`src/rtl/addsub_pkg.sv`:
```
// addsub_pkg: shared state encoding and opcode constants for the serial adder/subtractor
package addsub_pkg;
  typedef enum logic [1:0] {IDLE = 2'd0, RUN = 2'd1, DONE = 2'd2} state_t;
  localparam logic OP_ADD = 1'b0;
  localparam logic OP_SUB = 1'b1;
endpackage

```
`src/rtl/fa.sv`:
```
// fa: single-bit full-adder cell
module fa (
  input  logic a_i,
  input  logic b_i,
  input  logic cin_i,
  output logic s_o,
  output logic cout_o
);
  assign s_o    = a_i ^ b_i ^ cin_i;
  assign cout_o = (a_i & b_i) | (cin_i & (a_i ^ b_i));
endmodule

```
`src/rtl/serial_addsub.sv`:
```
// serial_addsub: bit-serial two's-complement adder/subtractor, LSB first, one bit per clock
module serial_addsub
  import addsub_pkg::*;
#(
  parameter int WIDTH = 8
) (
  input  logic             clk,
  input  logic             rst_n,
  input  logic             start,
  input  logic             sub,
  input  logic [WIDTH-1:0] a,
  input  logic [WIDTH-1:0] b,
  output logic             busy,
  output logic             done,
  output logic [WIDTH-1:0] result,
  output logic             cout,
  output logic             ovf
);
  localparam int CW = $clog2(WIDTH) + 1;
  state_t state_q, state_d;
  logic [CW-1:0] cnt_q;
  logic [WIDTH-1:0] sa_q, sb_q, res_q;
  logic c_q, cout_q, ovf_q, s, c, load, last;
  fa u_fa (.a_i(sa_q[0]), .b_i(sb_q[0]), .cin_i(c_q), .s_o(s), .cout_o(c));
  assign load   = start && (state_q == IDLE || state_q == DONE);
  assign last   = cnt_q == CW'(WIDTH - 1);
  assign busy   = state_q == RUN;
  assign done   = state_q == DONE;
  assign result = res_q;
  assign cout   = cout_q;
  assign ovf    = ovf_q;
  // next state: accept start from IDLE or DONE, leave RUN after the MSB, unknown codes fall back to IDLE
  always_comb begin
    state_d = IDLE;
    state_d = load ? RUN : state_q == RUN ? (last ? DONE : RUN) : IDLE;
  end
  // state register, operand latch, bit-serial shift datapath and flag capture on the MSB edge
  always_ff @(posedge clk) begin
    if (!rst_n) begin
      state_q <= IDLE;
      cnt_q   <= '0;
      sa_q    <= '0;
      sb_q    <= '0;
      res_q   <= '0;
      c_q     <= 1'b0;
      cout_q  <= 1'b0;
      ovf_q   <= 1'b0;
    end else begin
      state_q <= state_d;
      if (load) begin
        sa_q  <= a;
        sb_q  <= b ^ {WIDTH{sub}};
        c_q   <= sub == OP_SUB;
        cnt_q <= '0;
      end else if (state_q == RUN) begin
        sa_q  <= sa_q >> 1;
        sb_q  <= sb_q >> 1;
        res_q <= {s, res_q[WIDTH-1:1]};
        c_q   <= c;
        cnt_q <= cnt_q + 1'b1;
        if (last) begin
          cout_q <= c;
          ovf_q  <= c ^ c_q;
        end
      end
    end
  end
endmodule

```
`config.mk`:
```
export PLATFORM = sky130hd
export DESIGN_NAME = serial_addsub
export DESIGN_NICKNAME = d
export VERILOG_FILES = /design/src/rtl/addsub_pkg.sv /design/src/rtl/fa.sv /design/src/rtl/serial_addsub.sv
export SDC_FILE = /design/constraint.sdc
export NUM_CORES = 1
export LEC_CHECK = 0
export BUFFER_PORTS_ARGS = -buffer_cell sky130_fd_sc_hd__buf_2
export CAP_MARGIN = 15
export CORE_ASPECT_RATIO = 1.1
export CORE_MARGIN = 1
export CORE_UTILIZATION = 40
export CTS_CLUSTER_DIAMETER = 60
export DETAILED_ROUTE_END_ITERATION = 6
export SLEW_MARGIN = 20
export SYNTH_ARGS = -nofsm -noshare
export SYNTH_HDL_FRONTEND = slang
export SYNTH_SLANG_ARGS = --single-unit
```
`constraint.sdc`:
```
create_clock -name clk -period 1.72 [get_ports clk]
set_input_delay 0.086 -clock clk [delete_from_list [all_inputs] [get_ports clk]]
set_output_delay 0.086 -clock clk [all_outputs]
set_load 0.02 [all_outputs]
```
==> run_results.csv <==
group,metric,value,unit
cts,htreeDepth,2,
timing,slew-limit-headroom,0.636,
cts,cts-root-buf,"clkbuf_8",
grt,grt_overflow,0,
synthesis,synth_seq_area_share,0.435,
outcome,outcome,"complete, no violations",
synthesis,postSynthAreaPerCell,9.32,sq um
layout,diodes,0,
timing,max_freq,646,MHz
layout,syn_to_final_growth,15.1,%
power_and_ir_drop,power.leakage,0.691,nW
die,die_x,60.8,um
setup_path,start_kind,"flop",
layout,drive_above_1_share,0.267,
grt,grt_pass1_wl,4680,um
place,place_hpwl,1940,um
timing,hold_viol_final,0,
detailed_routing,wl,2820,um
detailed_routing,dr.pass1.iters,4,
synthesis,synthFlopType,"dfxtp_1",
cts,cts_resized,0,
cts,clock_latency,280,ps
detailed_routing,wl_met3,135,um
cts,cts_tree,"yes",
timing,post-route-min-period,1550,ps
detailed_routing,viasPerCell,5.05,
timing,rsz0062_at_grt,"false",
layout,layout.cells.non_filler,241,
die,core,3630,sq um
detailed_routing,drc,0,
die,ios,32,
detailed_routing,drt-wirelength-per-cell,11.7,um
setup_path,crit_buf_inv,2,
place,post-place-ws,368,ps
detailed_routing,routed.top_layer,"met4",
synthesis,syn-num-nets,185,
setup_path,arrival,1460,ps
timing,setup-violations-final,0,
place,portBuffers,31,
grt,grt_util_all_layers,0.159,
grt,antenna_found_initial,0,
setup_path,cp_top_family,"buffers and inverters",
synthesis,syn_area,1520,sq um
place,place_congestion,0.742,
cts,hold_buffers,0,
timing,final.setup.tns,0,ps
power_and_ir_drop,ir_worst_vdd,0.000489,V
die,dieArea,4050,sq um
timing,finalClockSkew,3.22,ps
die,num_rows,23,
timing,slew_violations,0,
setup_path,cp_max_fo,27,
cts,cts.sinks,33,
flow_run,maxCapViolCount,0,
setup_path,cp_slowest_cell,"nand2b_2",
setup_path,critPathKind,"flop to output pin",
setup_path,path_cells,"nand2b_2 > inv_4 > buf_2",
synthesis,netlist_instances,163,
cts,numCtsBuffers,5,
setup_path,cp-end-kind,"output pin",
cts,post_cts_buffers,0,
setup_path,r2r_slack,380,ps
power_and_ir_drop,powerDensity,939,nW/um^2
timing,worst_slack,173,ps
grt,grt_pass1_vias,1066,
grt,grt_max_degree,33,
detailed_routing,vias,1217,
synthesis,yosys.cell_types.count,33,
synthesis,ys_async_sr_fraction,0,
setup_path,max_stage_delay,340,ps
detailed_routing,drtIter0Drc,60,
layout,nets,213,
place,dp_cells,234,
die,start_util,0.419,
synthesis,ys_ff_latch,33,
detailed_routing,met2_length,1390,um
cts,cts.clk_slew.worst_paths,60,ps
die,fp.dieH,66.6,um
min_path,hold_class,"input pin to flop",
timing,tightest_slew,547,ps
timing,fin_crit_sh,0.899,
cts,cts_buffer_depth,2,
detailed_routing,ant_nets,0,
detailed_routing,drt-met1-wl,1260,um
synthesis,synth_edf_count,0,
setup_path,required,1630,ps
synthesis,yosysWarningCount,0,
where the power goes:
part	leakage (nW)	switching [mW]	total (mW)	internal, mW
sequential	0.270	0.0308	0.841	0.810
combinational	0.377	0.134	0.231	0.0972
clock	0.0443	0.253	0.570	0.317
total	0.691	0.418	1.64	1.22
final cells by class:
class	count	area, sq um
Fill cell	363	1880
Sequential cell	33	661
Multi-Input combinational cell	116	754
Clock buffer	7	86.3
Timing Repair Buffer	34	178
Inverter	1	6.26
Tap cell	50	62.6
kinds of logic after synthesis:
kind of cell	count (synthesis)	synth area share
AND/OR/NAND/NOR	66	0.197
flip-flops	33	0.435
XOR/XNOR	11	0.0634
multiplexers	2	0.0132
buffers and inverters	14	0.0684
adder cells (fa/ha/maj)	2	0.0214
AO/OA/AOI/OAI	35	0.202
worst min-delay path, delay by kind of cell:
| kind | cells | cell delay [ps] |
|---|---|---|
| buffers and inverters | 1 | 90 |
| AND/OR/NAND/NOR | 1 | 40 |
| AO/OA/AOI/OAI | 1 | 50 |
layout by cell type, fill, tap and decap left out, drive strengths merged, types with 2 or more instances in the layout:
cell type,instances
o221ai,9
nor3,9
a21oi,3
a22oi,4
a21boi,14
nand3b,2
buf,34
nand3,7
clkbuf,7
nor2,12
a31oi,2
nand2b,2
xor2,10
nand2,29
o21ai,3
dfxtp,33
nor2b,2
mux2i,2
worst paths after layout:
| kind | startpoint | endpoint | cells past startpoint |
|---|---|---|---|
| hold / removal | a[7] | sa_q[7]$_SDFFE_PN0P_ | 3 |
| setup / recovery | state_q[1]$_SDFF_PP0_ | busy | 3 |
| setup reg to reg | state_q[1]$_SDFF_PP0_ | sb_q[6]$_SDFFE_PN0P_ | 4 |
| hold reg to reg | result[0]$_SDFFE_PN0P_ | result[0]$_SDFFE_PN0P_ | 2 |
metrics by stage:
step	power, mW	util	hold slack (ps)	cell area (sq um)
after floorplan	1.05	-	221	1520
after global placement	1.08	0.458	328	1660
after detailed placement	1.09	0.458	332	1660
after CTS	1.67	0.482	32.3	1750
after global routing	1.74	0.482	53.5	1750
final	1.64	0.482	38.7	1750
layer usage:
metal	global-route usage	vias up
met5	0	-
met4	0.0625	0
met3	0.0583	6
met2	0.262	29
met1	0.184	562
li1	-	620
cells in the mapped netlist, types with 2 or more instances:
master / instances / area (sq um)
a21boi_0: 3 / 22.5
nor3_1: 9 / 45.0
a22oi_1: 4 / 30.0
a21oi_1: 3 / 15.0
xor2_1: 10 / 87.6
nand3_1: 7 / 35.0
nand3b_1: 2 / 15.0
a21boi_1: 11 / 82.6
o21ai_0: 3 / 15.0
nor2b_1: 2 / 12.5
buf_2: 2 / 10.0
mux2i_1: 2 / 20.0
buf_4: 5 / 37.5
a31oi_1: 2 / 12.5
buf_6: 2 / 22.5
nor2_1: 11 / 41.3
dfxtp_1: 33 / 661
nand2_1: 29 / 109
clkbuf_1: 2 / 7.51
o221ai_2: 8 / 120
state kept, by name, indices dropped and copies added (netlist names):
signal   count
cout         1
result       8
cnt_q        4
sb_q         8
state_q      2
sa_q         8
ovf          1
c_q          1
Power figures use the tool's default switching activity.
